<file path="config.mk">
export PLATFORM = sky130hd
export DESIGN_NAME = branch_resolver
export DESIGN_NICKNAME = d
export VERILOG_FILES = /design/src/rtl/riscv_pkg.sv /design/src/rtl/branch_upd_fifo.sv /design/src/rtl/branch_resolver.sv
export SDC_FILE = /design/constraint.sdc
export NUM_CORES = 1
export LEC_CHECK = 0
export ABC_AREA = 1
export CORE_AREA = 2 2 166 168
export CTS_CLUSTER_SIZE = 16
export DETAILED_ROUTE_END_ITERATION = 6
export DIE_AREA = 0 0 168 170
export HOLD_SLACK_MARGIN = 0.06
export PLACE_DENSITY_LB_ADDON = 0.3
export SYNTH_ARGS = -nofsm -noshare
export SYNTH_HDL_FRONTEND = slang
export SYNTH_SLANG_ARGS = --single-unit
</file>
<file path="constraint.sdc">
create_clock -name clk -period 5 [get_ports clk]
set_clock_uncertainty 0.15 [all_clocks]
set_input_delay 1.25 -clock clk [delete_from_list [all_inputs] [get_ports clk]]
set_output_delay 1.25 -clock clk [all_outputs]
set_load 0.02 [all_outputs]
</file>
<file path="src/rtl/riscv_pkg.sv">
// Shared RV32I definitions used by the execute-side branch logic.
package riscv_pkg;

  localparam int XLEN = 32;

  // Control-transfer opcodes decoded upstream into BranchE / JumpE.
  localparam logic [6:0] OP_BRANCH = 7'b1100011;
  localparam logic [6:0] OP_JAL    = 7'b1101111;
  localparam logic [6:0] OP_JALR   = 7'b1100111;

  // One predictor training record: where the branch was, what it did.
  typedef struct packed {
    logic [XLEN-1:0] pc;
    logic            taken;
    logic [XLEN-1:0] target;
  } upd_t;

  localparam int UPD_W = 2 * XLEN + 1;

endpackage

</file>
<file path="src/rtl/branch_upd_fifo.sv">
// First-word-fall-through queue holding predictor training updates.
// A push into a full queue is refused (drop pulses) unless a pop happens
// in the same cycle; a push into an empty queue is not bypassed to the head.
module branch_upd_fifo #(
  parameter int DEPTH = 2,
  parameter int W     = 65
) (
  input  logic         clk,
  input  logic         reset,
  input  logic         push,
  input  logic [W-1:0] wdata,
  input  logic         rd_ready,
  output logic         rd_valid,
  output logic [W-1:0] rd_data,
  output logic         drop
);

  localparam int AW = (DEPTH > 1) ? $clog2(DEPTH) : 1;

  logic [W-1:0]  mem_q [DEPTH];
  logic [W-1:0]  mem_d [DEPTH];
  logic [AW-1:0] wptr_q, wptr_d;
  logic [AW-1:0] rptr_q, rptr_d;
  logic [AW:0]   cnt_q, cnt_d;
  logic          full_s, empty_s, pop_s, push_ok_s;

  // Occupancy flags and handshake qualification.
  always_comb begin
    full_s    = (cnt_q == (AW+1)'(DEPTH));
    empty_s   = (cnt_q == {(AW+1){1'b0}});
    pop_s     = rd_ready & ~empty_s;
    push_ok_s = push & (~full_s | pop_s);
    drop      = push & full_s & ~pop_s;
  end

  // Next-state for storage, pointers and occupancy count.
  always_comb begin
    mem_d  = mem_q;
    wptr_d = wptr_q;
    rptr_d = rptr_q;
    cnt_d  = cnt_q;
    if (push_ok_s) begin
      mem_d[wptr_q] = wdata;
      wptr_d        = wptr_q + AW'(1);
    end else begin
      wptr_d = wptr_q;
    end
    if (pop_s) begin
      rptr_d = rptr_q + AW'(1);
    end else begin
      rptr_d = rptr_q;
    end
    case ({push_ok_s, pop_s})
      2'b10:   cnt_d = cnt_q + (AW+1)'(1);
      2'b01:   cnt_d = cnt_q - (AW+1)'(1);
      default: cnt_d = cnt_q;
    endcase
  end

  // State registers; reset also scrubs storage so the head reads as zero.
  always_ff @(posedge clk) begin
    if (reset) begin
      for (int i = 0; i < DEPTH; i++) begin
        mem_q[i] <= {W{1'b0}};
      end
      wptr_q <= {AW{1'b0}};
      rptr_q <= {AW{1'b0}};
      cnt_q  <= {(AW+1){1'b0}};
    end else begin
      mem_q  <= mem_d;
      wptr_q <= wptr_d;
      rptr_q <= rptr_d;
      cnt_q  <= cnt_d;
    end
  end

  assign rd_valid = ~empty_s;
  assign rd_data  = mem_q[rptr_q];

endmodule

</file>
<file path="src/rtl/branch_resolver.sv">
// Execute-stage branch resolution: carries the fetch-time prediction down
// the pipe, detects mispredicts, drives recovery and emits training updates.
module branch_resolver
  import riscv_pkg::*;
#(
  parameter int XLEN   = riscv_pkg::XLEN,
  parameter int QDEPTH = 2,
  parameter int CNTW   = 32
) (
  input  logic            clk,
  input  logic            reset,
  input  logic            StallD,
  input  logic            FlushE_hz,
  input  logic [XLEN-1:0] PCF,
  input  logic            PredTakenF,
  input  logic [XLEN-1:0] PredTargetF,
  input  logic            BranchE,
  input  logic            JumpE,
  input  logic            PCSrcE,
  input  logic [XLEN-1:0] PCE,
  input  logic [XLEN-1:0] PCTargetE,
  output logic            FlushD,
  output logic            FlushE,
  output logic            RedirectE,
  output logic [XLEN-1:0] RedirectPCE,
  output logic            UpdValid,
  input  logic            UpdReady,
  output logic [XLEN-1:0] UpdPC,
  output logic            UpdTaken,
  output logic [XLEN-1:0] UpdTarget,
  output logic [CNTW-1:0] BranchCount,
  output logic [CNTW-1:0] MispredCount,
  output logic [CNTW-1:0] UpdDropCount
);

  localparam int W = 2 * XLEN + 1;

  logic            pred_taken_fd_q, pred_taken_fd_d;
  logic [XLEN-1:0] pred_target_fd_q, pred_target_fd_d;
  logic            pred_taken_de_q, pred_taken_de_d;
  logic [XLEN-1:0] pred_target_de_q, pred_target_de_d;
  logic [CNTW-1:0] branch_cnt_q, branch_cnt_d;
  logic [CNTW-1:0] mispred_cnt_q, mispred_cnt_d;
  logic [CNTW-1:0] drop_cnt_q, drop_cnt_d;

  logic            resolved_s, mispredict_s;
  logic [XLEN-1:0] redirect_pc_s;
  logic            flush_d_s, flush_e_s;
  logic            drop_s;
  logic [W-1:0]    upd_wdata_s, upd_rdata_s;

  // Statistics counters stick at all-ones instead of wrapping.
  function automatic logic [CNTW-1:0] sat_inc(input logic [CNTW-1:0] v, input logic en);
    if (en && (v != {CNTW{1'b1}})) begin
      return v + CNTW'(1);
    end else begin
      return v;
    end
  endfunction

  // Compare the carried prediction against the actual E-stage outcome.
  always_comb begin
    resolved_s    = BranchE | JumpE;
    mispredict_s  = 1'b0;
    redirect_pc_s = {XLEN{1'b0}};
    if (resolved_s) begin
      mispredict_s  = (PCSrcE != pred_taken_de_q) |
                      (PCSrcE & pred_taken_de_q & (pred_target_de_q != PCTargetE));
      redirect_pc_s = PCSrcE ? PCTargetE : (PCE + XLEN'(32'd4));
    end else begin
      mispredict_s  = 1'b0;
      redirect_pc_s = {XLEN{1'b0}};
    end
    flush_d_s = mispredict_s;
    flush_e_s = mispredict_s | FlushE_hz;
  end

  // Prediction pipeline: F/D flush beats stall; D/E clears on any E flush.
  always_comb begin
    pred_taken_fd_d  = pred_taken_fd_q;
    pred_target_fd_d = pred_target_fd_q;
    if (flush_d_s) begin
      pred_taken_fd_d  = 1'b0;
      pred_target_fd_d = {XLEN{1'b0}};
    end else if (StallD) begin
      pred_taken_fd_d  = pred_taken_fd_q;
      pred_target_fd_d = pred_target_fd_q;
    end else begin
      pred_taken_fd_d  = PredTakenF;
      pred_target_fd_d = PredTargetF;
    end
    if (flush_e_s) begin
      pred_taken_de_d  = 1'b0;
      pred_target_de_d = {XLEN{1'b0}};
    end else begin
      pred_taken_de_d  = pred_taken_fd_q;
      pred_target_de_d = pred_target_fd_q;
    end
  end

  // Saturating event counters.
  always_comb begin
    branch_cnt_d  = sat_inc(branch_cnt_q, resolved_s);
    mispred_cnt_d = sat_inc(mispred_cnt_q, mispredict_s);
    drop_cnt_d    = sat_inc(drop_cnt_q, drop_s);
  end

  // Pipeline and counter registers.
  always_ff @(posedge clk) begin
    if (reset) begin
      pred_taken_fd_q  <= 1'b0;
      pred_target_fd_q <= {XLEN{1'b0}};
      pred_taken_de_q  <= 1'b0;
      pred_target_de_q <= {XLEN{1'b0}};
      branch_cnt_q     <= {CNTW{1'b0}};
      mispred_cnt_q    <= {CNTW{1'b0}};
      drop_cnt_q       <= {CNTW{1'b0}};
    end else begin
      pred_taken_fd_q  <= pred_taken_fd_d;
      pred_target_fd_q <= pred_target_fd_d;
      pred_taken_de_q  <= pred_taken_de_d;
      pred_target_de_q <= pred_target_de_d;
      branch_cnt_q     <= branch_cnt_d;
      mispred_cnt_q    <= mispred_cnt_d;
      drop_cnt_q       <= drop_cnt_d;
    end
  end

  // Training record layout matches riscv_pkg::upd_t: {pc, taken, target}.
  assign upd_wdata_s = {PCE, PCSrcE, PCTargetE};

  branch_upd_fifo #(
    .DEPTH (QDEPTH),
    .W     (W)
  ) u_upd_fifo (
    .clk      (clk),
    .reset    (reset),
    .push     (resolved_s),
    .wdata    (upd_wdata_s),
    .rd_ready (UpdReady),
    .rd_valid (UpdValid),
    .rd_data  (upd_rdata_s),
    .drop     (drop_s)
  );

  assign UpdPC        = upd_rdata_s[W-1 -: XLEN];
  assign UpdTaken     = upd_rdata_s[XLEN];
  assign UpdTarget    = upd_rdata_s[XLEN-1:0];
  assign FlushD       = flush_d_s;
  assign FlushE       = flush_e_s;
  assign RedirectE    = mispredict_s;
  assign RedirectPCE  = redirect_pc_s;
  assign BranchCount  = branch_cnt_q;
  assign MispredCount = mispred_cnt_q;
  assign UpdDropCount = drop_cnt_q;

endmodule
</file>
Yosys cells after proc, flatten, opt, wreduce, memory -nomap -nowiden:

Index checks and enable logic that the tools add are counted.
W data, S select, Z words.

* latch bits: 0
* flip-flop bits (word level): 296
* bits in read-only memories: 0
* RAM bits: 0
* memories: 0
* output and inout bits: 197
* input bits: 137

* bitwise gates (word level): 15
* shifts and indexed selects: 0
* muxes and demuxes: 10
* $lt $le $gt $ge: 3
* reductions and logical operators: 8
* multiply operators: 0
* eq/ne operators: 8
* add/subtract/negate cells: 8
* divide/modulo/power cells: 0

Operators with widths (number)
* $mux W65: 4
* $bwmux W130: 1
* $add A32 B1 Y32 const B: 3
* $ne A32 B32 Y1 const B: 3
* $demux W65 S1: 1
* $mux W32: 2
* $add A32 B3 Y32 const B: 1
* $ne A32 B32 Y1: 1
* $and A1 B1 Y1: 6
* $eq A2 B2 Y1 const B: 2
* $ge A2 B2 Y1 const B: 2
* $logic_and A1 B1 Y1: 4
* $not A1 Y2: 2
* $or A1 B1 Y1: 4
* $pmux W2 S2: 1
* $reduce_or A2 Y1: 2
* $not A1 Y1: 3
* $add A1 B1 Y1 const B: 2
* $add A2 B1 Y2 const B: 1
* $eq A2 B1 Y1 const B: 1
* $logic_not A2 Y1: 1
* $lt A2 B1 Y1 const B: 1
* $reduce_bool A2 Y1: 1
* $sub A2 B1 Y2 const B: 1
* other kinds (2): 2

Depth between registers and ports, before layout:

Gate-level depths: netlist (run 1).

* word-level depth: 7
* mapped depth: 15
* mapped depth without buffers: 14

Hierarchy:

Synthesis (run 1) repeated with hierarchy kept, for this count alone.

* cell total of the unflattened synthesis: 2728
* area total of the unflattened synthesis: 16893.7 µm²

By module, submodules not included
* branch_resolver: times used 1, area an instance 9595.5 µm², cells each 1505, sequential area each 3243.1 µm²
* branch_upd_fifo: times used 1, area an instance 7298.2 µm², cells each 1223, sequential area each 2682.6 µm²

Worst setup path before layout (run 1):

Ideal clock, no wire load.

* path type: in2out
* start point: input PCE[2]
* end point: output RedirectPCE[30]
* path slack: 1054 ps
* buffers on the path: 0
* data arrival time: 2546 ps
* stages on the path: 13
* cells stage by stage: ha_1 > nand2_1 > inv_1 > nand2_1 > nor2_4 > nand4_2 > nor2_2 > nand2_1 > nor3_1 > nor2_1 > nand2_1 > nand2_1 > inv_1

* cells in the longest elaborated chain, start to end: 3

RTL lines
* from (decl): line branch_resolver.sv:20 `input logic [XLEN-1:0] PCE,`
* $add A32 B3 Y32: line branch_resolver.sv:69 `redirect_pc_s = PCSrcE ? PCTargetE : (PCE + XLEN'(32'd4));`
* $mux W32: line branch_resolver.sv:69
* $mux W32: line branch_resolver.sv:66 `if (resolved_s) begin`
* to (decl): line branch_resolver.sv:25 `output logic [XLEN-1:0] RedirectPCE,`

No other way between the ends.

Final worst setup path (run 1):

* start point: input PCTargetE[14]
* end point: output FlushD

* cells in the longest elaborated chain, start to end: 4

RTL lines
* from (decl): line branch_resolver.sv:21 `input logic [XLEN-1:0] PCTargetE,`
* $ne A32 B32 Y1: line branch_resolver.sv:68 `(PCSrcE & pred_taken_de_q & (pred_target_de_q != PCTargetE));`
* $and A1 B1 Y1: line branch_resolver.sv:68
* $or A1 B1 Y1: line branch_resolver.sv:67 `mispredict_s = (PCSrcE != pred_taken_de_q) |`
* $mux W1: line branch_resolver.sv:66
* to (decl): line branch_resolver.sv:22 `output logic FlushD,`

No other way between the ends.

==> flow_summary.toml, run 1 <==
[cells_and_area]
final_util = 0.716
nets = 2616
antennaDiodeCount = 0
final_cells = 2836
drive_gt1_frac = 0.0661
area_growth_pct = 31.7

[grt]
grt_pass1_vias = 14000
grt_pass1_wl_microns = 69800
grt_overflow = 0
antenna_found_initial = 0
grt_max_degree = 133
grt_use_total = 0.298

[setup_path]
worst-setup-path-type = "primary input to output pin"
crit_path_end_kind = "output pin"
cp-start-kind = "primary input"
critical_path.max_fanout = 5
crit_required_ps = 3600
critPathArrivalTime_ps = 3450

[timing]
final_hold_viol_count = 0
max_slew_margin = 0.263
rsz0062_at_grt = "no"
worst_slack_ps = 154
tightest_slew_ps = 1100
maxSlewViolCount = 0
hold_slack_ps = 269
fmax_ghz = 0.206
post-route-period-util = 0.969
finalSetupViolCount = 0
period_minus_slack_ps = 4850

[power_and_ir_drop]
clock_power_share = 0.318
cellLeakagePower_uw = 0.00777
combinationalPowerShare = 0.299
p_int_uw = 4910
vdd_ir_drop_max_uv = 302
switching_power_uw = 2480
power_frac_seq = 0.384
power_uw = 7380
powerDensity_mw_per_mm2 = 387
p_sw_frac = 0.335

[routing]
via_per_inst = 5.31
detail_route.wl_per_cell_microns = 15.6
totalWireLength_microns = 44300
drt_pass1_iterations = 6
ant_nets = 0
drc_errors = 0
drt_iter0_markers = 1353
num_vias = 15000

[die]
coreArea_sq_mm = 0.0267
die_w_microns = 168
die_area_sq_mm = 0.0286
io_pins = 334
start_util = 0.543
die_h_microns = 170
row_count = 60

[worst_hold_path]
hp-class = "flop to flop"

[synthesis]
synthTopCellsByCount = "nand2_1 (417), nor2_1 (375), dfxtp_1 (296)"
syn_nets = 2322
syn_inst = 2179
ys_types = 36
synth_seq_cells = 296
yosysTopAreaCellShare = 0.409
yosys_warnings = 0
synth_ff_type = "dfxtp_1"
ys_seq_area_frac = 0.409
yosys.area.top_type = "dfxtp_1"
netlist_area_sq_mm = 0.0145
synth_edf_count = 0
synth_area_leaders = "dfxtp_1 (41%), nand2_1 (11%), o21ai_0 (10%), nor2_1 (9.7%), inv_1 (6.8%)"
syn_area_per_cell_sq_um = 6.65
synthArstFlopShare = 0
synth.most_common_cell = "nand2_1"

[run]
cap_viol_max_count = 0

[place]
routabilityCongestion = 0.950
post-dp-hpwl_microns = 31600
io_buffers = 301
placed_cells = 2782
dp_slack_ps = -182

[clock_network]
numCtsBuffers = 30
post_cts_buffers = 0
cts_root_buf = "clkbuf_16"
cts_tree = "done"
cts_sinks = 296
ctsHtreeMaxLevel = 1
clockBufferDepth = 3
clkLatencyLatePin_ps = 560
path_clk_slew_ps = 60

[status]
status = "finished clean"
==> layout make-up <==
cell class / instances / area (sq um)
fillers: 2187 / 7570
multi-input cells: 1498 / 7090
flip-flops and latches: 296 / 5930
repair buffers: 370 / 3560
inverters: 277 / 1040
clock buffers: 40 / 838
well taps: 341 / 427
clock inverters: 14 / 190
==> logic make-up after synthesis <==
group                      synth area share
and+or+nand+nor                       0.277
AOI/OAI and AO/OA                     0.154
adders and majority gates           0.00518
buffers and inverters                 0.103
DFF                                   0.409
xor gates and xnor gates             0.0520
==> placed cells by master, fill, tap and decap left out, types with 4 or more instances in the layout <==
master and count:
clkbuf_16 30, a31oi_1 5, nor2_4 5, clkdlybuf4s50_1 281, nor3b_1 4, o21ai_0 288, nor2_2 6, nand4_1 43
clkbuf_8 5, dfxtp_1 295, clkinv_2 6, a21oi_1 137, nor2_1 374, inv_2 12, dlygate4sd2_1 4, nand2_1 417
inv_1 263, nand2_2 4, dlymetal6s2s_1 8, nor3_2 5, buf_4 66, xor2_1 45, bufinv_16 4, ha_1 6
nand3_1 45, clkbuf_2 4, clkbuf_1 5, nor3_1 45, and3_1 5, xnor2_1 41
==> power by group through the flow <==
| stage | clock, uW | combinational, uW | sequential [uW] |
|---|---|---|---|
| after global routing | 2460 | 2400 | 2860 |
| after CTS | 2360 | 2200 | 2830 |
| final | 2340 | 2200 | 2840 |
| after floorplan | 0 | 1200 | 2880 |
| after detailed placement | 0 | 2190 | 2880 |
| after global placement | 0 | 2150 | 2870 |
==> repair_timing <==
item                       CTS  global route
resized for setup           11            19
hold buffers                 0             0
pin swaps                    0             1
setup endpoints to repair   11            15
cloned                       0             0
==> per-stage QoR <==
stage / instance area (sq um) / setup TNS (ps)
detailed placement: 18100 / -1220
finish: 19100 / 0
CTS: 19100 / 0
floorplan: 14500 / 0
global placement: 18100 / -662
global route: 19100 / 0
==> metal layers <==
layer / up-vias / part of all wire / global-route usage
li1: 7465 / - / -
met1: 6884 / 0.42 / 0.384
met2: 582 / 0.46 / 0.492
met3: 118 / 0.081 / 0.0621
met4: 0 / 0.040 / 0.118
met5: - / 0 / 0
==> worst max-delay path, stage by stage <==
cell and delay (ps):
clkdlybuf4s50_1 600, xnor2_1 280, nand2_1 80, nor2_1 90, nand2_1 60, nor2_1 100, nand2_1 60, nand2_1 70
nand2_2 50, nand2_1 190, inv_1 80, clkdlybuf4s50_1 540
==> registers in the layout, summed over array words and instances (netlist names) <==
name and flops:
BranchCount 32, MispredCount 32, UpdDropCount 32, pred_taken_de_q 1, pred_taken_fd_q 1, pred_target_de_q 32, pred_target_fd_q 32, u_upd_fifo.cnt_q 2
u_upd_fifo.mem_q 130, u_upd_fifo.rptr_q 1, u_upd_fifo.wptr_q 1
==> worst paths after layout <==
path	start	cells past startpoint	endpoint	slack [ps]
setup / recovery	PCTargetE[14]	12	FlushD	150
hold reg to reg	pred_target_fd_q[14]	2	pred_target_de_q[14]	270
setup reg to reg	MispredCount[1]	12	MispredCount[22]	1980
hold / removal	pred_target_fd_q[14]	2	pred_target_de_q[14]	270
(Power assumes the default switching activity.)
==> run 2, diff against run 1 <==
CORE_AREA = 2 2 172 174   (was 2 2 166 168)
DIE_AREA = 0 0 174 176   (was 0 0 168 170)
PLACE_DENSITY = 0.77   (was unset)
PLACE_DENSITY_LB_ADDON = unset   (was 0.3)
clock period = 4.95 ns   (was 5 ns; I/O delays follow)
==> run 2 against run 1 <==
  * The run now ends with design-rule violations left
  * Worst setup slack worse by 40 ps
  * Critical path depth down 1
  * Count of clock-buffer cells in the layout up 12
  * Final area up 1.3%
  * First-iteration DRC count down 12%
  * Combinational power about the same
  * Cell count up 1.8%
  * Core utilization down 3.9 points
  * Routed wire length up 0.41%
  * Worst hold slack better by 6.0 ps
  * Power up 4.2%
  * Non-clock buffer count up 3
  * Critical path type unchanged
==> flow_summary.toml, run 2 (same netlist as run 1, synthesis figures left out) <==
[status]
status = "finished, violations left"
violations = "design-rule violations"

[worst_hold_path]
holdPathStages = 2
min_to = "pred_target_de_q[14]"
hp-class = "flop to flop"
worstHoldStart = "pred_target_fd_q[14]"

[clock_network]
numCtsBuffers = 34
cts_hold_buf = 0
ctsHtreeMaxLevel = 2
cts_tree = "done"
clockBufferDepth = 3
cts_sinks = 296
path_clk_slew_ps = 60
cts_root_buf = "clkbuf_16"
clkLatencyLatePin_ps = 510

[run]
cap_viol_max_count = 0

[place]
placed_area_sq_mm = 0.0181
placed_cells = 2828
post-dp-hpwl_microns = 32100
routabilityCongestion = 0.942
dp_slack_ps = -92.6
io_buffers = 301

[die]
io_pins = 334
die_area_sq_mm = 0.0306
coreArea_sq_mm = 0.0285
row_count = 62
die_w_microns = 174
die_h_microns = 176
start_util = 0.507

[grt]
grt_use_total = 0.279
grt_max_degree = 148
grt_overflow = 0
grt_pass1_wl_microns = 69500
grt_pass1_vias = 13600
antenna_found_initial = 0

[routing]
drc_errors = 2
detail_route.wl_per_cell_microns = 15.4
ant_nets = 0
via_per_inst = 5.21
totalWireLength_microns = 44500
drt_pass1_iterations = 7
drt_iter0_markers = 1189
num_vias = 15000

[cells_and_area]
multi_input_area_sq_mm = 0.00711
largest_register_ffs = 130
regArea_sq_mm = 0.00593
fill_cells = 2505
antennaDiodeCount = 0
postLayoutCellArea_sq_mm = 0.0193
drive_gt1_frac = 0.0679
final_cells = 2888
top_register = "u_upd_fifo.mem_q"
final_cell_mix = "nand2_1 (417), nor2_1 (374), dfxtp_1 (295), o21ai_0 (288), clkdlybuf4s50_1 (283)"
area_growth_pct = 33.4
mostFrequentLayoutCell = "nand2_1"
nets = 2623

[power_and_ir_drop]
p_sw_frac = 0.327
combinationalPowerShare = 0.282
powerDensity_mw_per_mm2 = 398
switching_power_uw = 2510
vdd_ir_drop_max_uv = 249
power_frac_seq = 0.379
clock_power_share = 0.339
power_uw = 7700
p_int_uw = 5180
cellLeakagePower_uw = 0.00784

[setup_path]
cpPeakStageDelay_ps = 630
critPathBufInv = 4
critPathArrivalTime_ps = 3450
crit_path_end_kind = "output pin"
crit_required_ps = 3560
cp-start-kind = "primary input"
rr_worst_depth = 13
slowest_stage = "clkdlybuf4s50_1"
reg2reg_from = "MispredCount[1]"
worst-setup-path-type = "primary input to output pin"
r2r_slack_ps = 1940
crit_chain = "clkdlybuf4s50_1 > nand3_1 > inv_1 > nand3_2 > nor2_2 > nand2_2 > nor2_4 > xor2_1 > o21ai_0 > inv_1 > clkdlybuf4s50_1"
critical_path.max_fanout = 3
reg2reg_to = "MispredCount[12]"
critical-path-top-delay-family = "buffers and inverters"

[timing]
finalSetupViolCount = 0
worst_slack_ps = 114
rsz0062_at_grt = "no"
period_minus_slack_ps = 4840
max_slew_margin = 0.283
post-route-period-util = 0.977
fmax_ghz = 0.207
tightest_slew_ps = 1070
maxSlewViolCount = 0
final_hold_viol_count = 0
==> run 2: changes by cell type in the layout (fill, tap and decap cells not counted), sizes merged <==
cell	change
inv	-1
clkinvlp	+1
dlygate4sd2	+3
clkbuf	+9
dlymetal6s2s	-1
clkinv	-5
clkdlybuf4s50	+2
clkdlybuf4s15	-2
bufinv	-1
buf	+4
==> run 2: how the worst max path moves through the flow <==
| stage | startpoint | end | slack, ps | cells past startpoint |
|---|---|---|---|---|
| 5_1_grt | PCE[3] | RedirectPCE[30] | 4 | 16 |
| 2_1_floorplan | PCE[2] | RedirectPCE[30] | 1030 | 13 |
| 3_3_place_gp | PCE[3] | RedirectPCE[28] | -70 | 15 |
| 6_report | PCE[3] | RedirectPCE[19] | 110 | 11 |
| 4_1_cts | PCE[3] | RedirectPCE[22] | 0.3 | 12 |
| 3_5_place_dp | PCE[3] | RedirectPCE[31] | -90 | 13 |
==> run 2: per-stage QoR <==
step	hold WS, ps	setup TNS (ps)	util
after floorplan	266	0	-
after global placement	272	-169	0.635
after detailed placement	274	-436	0.635
after CTS	275	0	0.676
after global routing	295	0	0.677
final	275	0	0.677
==> run 2: tightest hold or removal path: cells and delay by family, from the launching register on <==
family                 cells  cell delay, ps
and+or+nand+nor            1              40
buffers and inverters      1              60
DFF                        1             290
==> run 2: repair_timing <==
item	CTS	global route
cloned	0	0
setup buffers	0	0
gates resized for setup	9	13
setup endpoints to repair	9	12
pin swaps	0	1
==> run 2: layout make-up <==
| cell class | instances | area share |
|---|---|---|
| clock inverters | 8 | 0.00635 |
| clock buffers | 52 | 0.0545 |
| well taps | 384 | 0.0249 |
| multi-input cells | 1498 | 0.368 |
| repair buffers | 373 | 0.186 |
| inverters | 277 | 0.0539 |
| flip-flops and latches | 296 | 0.307 |
==> run 2: metal layers <==
layer,GRT usage,routed length [microns],vias to the layer above
met3,0.0581,3760,98
li1,-,-,7496
met4,0.107,1660,0
met1,0.365,19000,6811
met2,0.453,20000,637
met5,0,0,-
==> run 2: power groups by stage <==
| stage | clock network (uW) | logic (uW) | registers (uW) |
|---|---|---|---|
| floorplan | 0 | 1210 | 2910 |
| global placement | 0 | 2120 | 2950 |
| detailed placement | 0 | 2160 | 2960 |
| CTS | 2640 | 2170 | 2910 |
| global route | 2730 | 2370 | 2950 |
| finish | 2610 | 2170 | 2920 |
==> run 3, diff against run 2 <==
SLEW_MARGIN = 25   (was unset)
==> run 3 against run 2 <==
  * The flow now finishes without violations
  * Combinational power about the same
  * Worst hold slack improved by 1.6 ps
  * Die area unchanged
  * Global-route usage unchanged
  * Clock power about the same
  * Non-clock buffer count unchanged
  * Via count about the same
  * Count of clock-buffer cells in the layout unchanged
  * Critical path depth unchanged
  * Register-to-register slack about the same
  * Worst setup slack improved by 7.3 ps
  * Largest power group unchanged
  * Highest routed layer unchanged
==> flow_summary.toml, run 3 (same netlist as run 1, synthesis figures left out) <==
[setup_path]
crit_path_end_kind = "output pin"
reg2reg_to = "MispredCount[12]"
critPathArrivalTime_ps = 3440
r2r_slack_ps = 1940
worst-setup-path-type = "primary input to output pin"
worstSetupEndpoint = "RedirectPCE[19]"
crit_chain = "clkdlybuf4s50_1 > nand3_1 > inv_1 > nand3_2 > nor2_2 > nand2_2 > nor2_4 > xor2_1 > o21ai_0 > inv_1 > clkdlybuf4s50_1"
critPathBufInv = 4
startpoint = "PCE[3]"
critical_path.max_fanout = 3
rr_worst_depth = 13
critical-path-top-delay-family = "buffers and inverters"
reg2reg_from = "MispredCount[1]"
slowest_stage = "clkdlybuf4s50_1"
cp-start-kind = "primary input"
cpPeakStageDelay_ps = 630
crit_required_ps = 3560
cp.depth = 11

[die]
start_util = 0.507
row_count = 62
die_area_sq_mm = 0.0306
die_h_microns = 176
io_pins = 334
die_w_microns = 174
coreArea_sq_mm = 0.0285

[clock_network]
path_clk_slew_ps = 60
numCtsBuffers = 34
post_cts_buffers = 0
cts_hold_buf = 0
cts_tree = "done"
clockBufferDepth = 3
cts_sinks = 296
clkLatencyLatePin_ps = 510
ctsHtreeMaxLevel = 2
cts_root_buf = "clkbuf_16"

[cells_and_area]
final_cell_mix = "nand2_1 (416), nor2_1 (374), dfxtp_1 (295), o21ai_0 (288), clkdlybuf4s50_1 (283)"
antennaDiodeCount = 0
postLayoutCellArea_sq_mm = 0.0193
area_growth_pct = 33.4
drive_gt1_frac = 0.0683
final_util = 0.677
fill_cells = 2505
top_register = "u_upd_fifo.mem_q"
largest_register_ffs = 130
mostFrequentLayoutCell = "nand2_1"
nets = 2623

[grt]
grtUsageMet1 = 0.365
grt_pass1_wl_microns = 69500
grt_pass1_vias = 13600
grt_use_total = 0.279
grt_max_degree = 148
gr-usage-met3 = 0.0581
grtUsageMet2 = 0.453
busiest_layer = "met2"
antenna_found_initial = 0
grt_overflow = 0

[routing]
drt_iter0_markers = 1242
ant_nets = 0
drt_pass1_iterations = 5
num_vias = 15100
drc_errors = 0
detail_route.wl_per_cell_microns = 15.4
totalWireLength_microns = 44500
via_per_inst = 5.21

[run]
cap_viol_max_count = 0

[timing]
max_slew_margin = 0.375
worst_slack_ps = 122
post-route-period-util = 0.975
finalSetupViolCount = 0
tightest_slew_ps = 937
maxSlewViolCount = 0
period_minus_slack_ps = 4830
finalSetupTns_ps = 0
final_hold_viol_count = 0
rsz0062_at_grt = "no"
fmax_ghz = 0.207

[worst_hold_path]
hp-class = "flop to flop"
worstHoldStart = "pred_target_fd_q[14]"
holdPathStages = 2

[power_and_ir_drop]
powerDensity_mw_per_mm2 = 398
power_uw = 7690
cellLeakagePower_uw = 0.00784
vdd_ir_drop_max_uv = 248

[place]
io_buffers = 301
routabilityCongestion = 0.942
post-dp-hpwl_microns = 32100
placed_area_sq_mm = 0.0181
dp_slack_ps = -92.6

[status]
status = "finished clean"
run 3: metrics by stage:
step           hold WS [ps]  cells
5_1_grt                 295   2888
3_5_place_dp            274   2828
6_report                276   2888
3_3_place_gp            272   2828
2_1_floorplan           266   2179
4_1_cts                 275   2888
run 3: metal layers:
metal	routed length, microns	vias to the layer above
met4	1690	0
met5	0	-
met2	20000	621
met3	3680	105
met1	19100	6828
li1	-	7500
run 3: cell type report:
class	count	area, sq um	share of cell area
Inverter	277	1040	0.0539
Timing Repair Buffer	373	3590	0.186
Multi-Input combinational cell	1498	7110	0.368
Tap cell	384	480	0.0249
Sequential cell	296	5930	0.307
Clock buffer	52	1050	0.0544
Clock inverter	8	123	0.00634
run 3: how the worst min path moves through the flow:
| stage | to | slack (ps) |
|---|---|---|
| CTS | pred_target_de_q[14] | 280 |
| detailed placement | pred_target_de_q[12] | 270 |
| floorplan | pred_taken_de_q | 270 |
| finish | pred_target_de_q[14] | 280 |
| global route | pred_target_de_q[14] | 300 |
| global placement | pred_target_de_q[15] | 270 |
run 3: power by group:
part | leakage (uW) | internal, uW | total [uW] | switching, uW
registers | 0.00243 | 2720 | 2920 | 198
logic | 0.00484 | 841 | 2170 | 1330
clock network | 0.000566 | 1620 | 2600 | 982
run 3: tightest hold or removal path, delay by kind of cell (launching register included):
kind | cells | cell delay [ps]
flops | 1 | 290
simple gates | 1 | 40
buf+inv | 1 | 60
run 3: repair_timing:
action,4_1_cts,5_1_grt
setup endpoints to repair,9,12
gates resized for setup,9,13
pin swaps,0,1
cloned,0,0
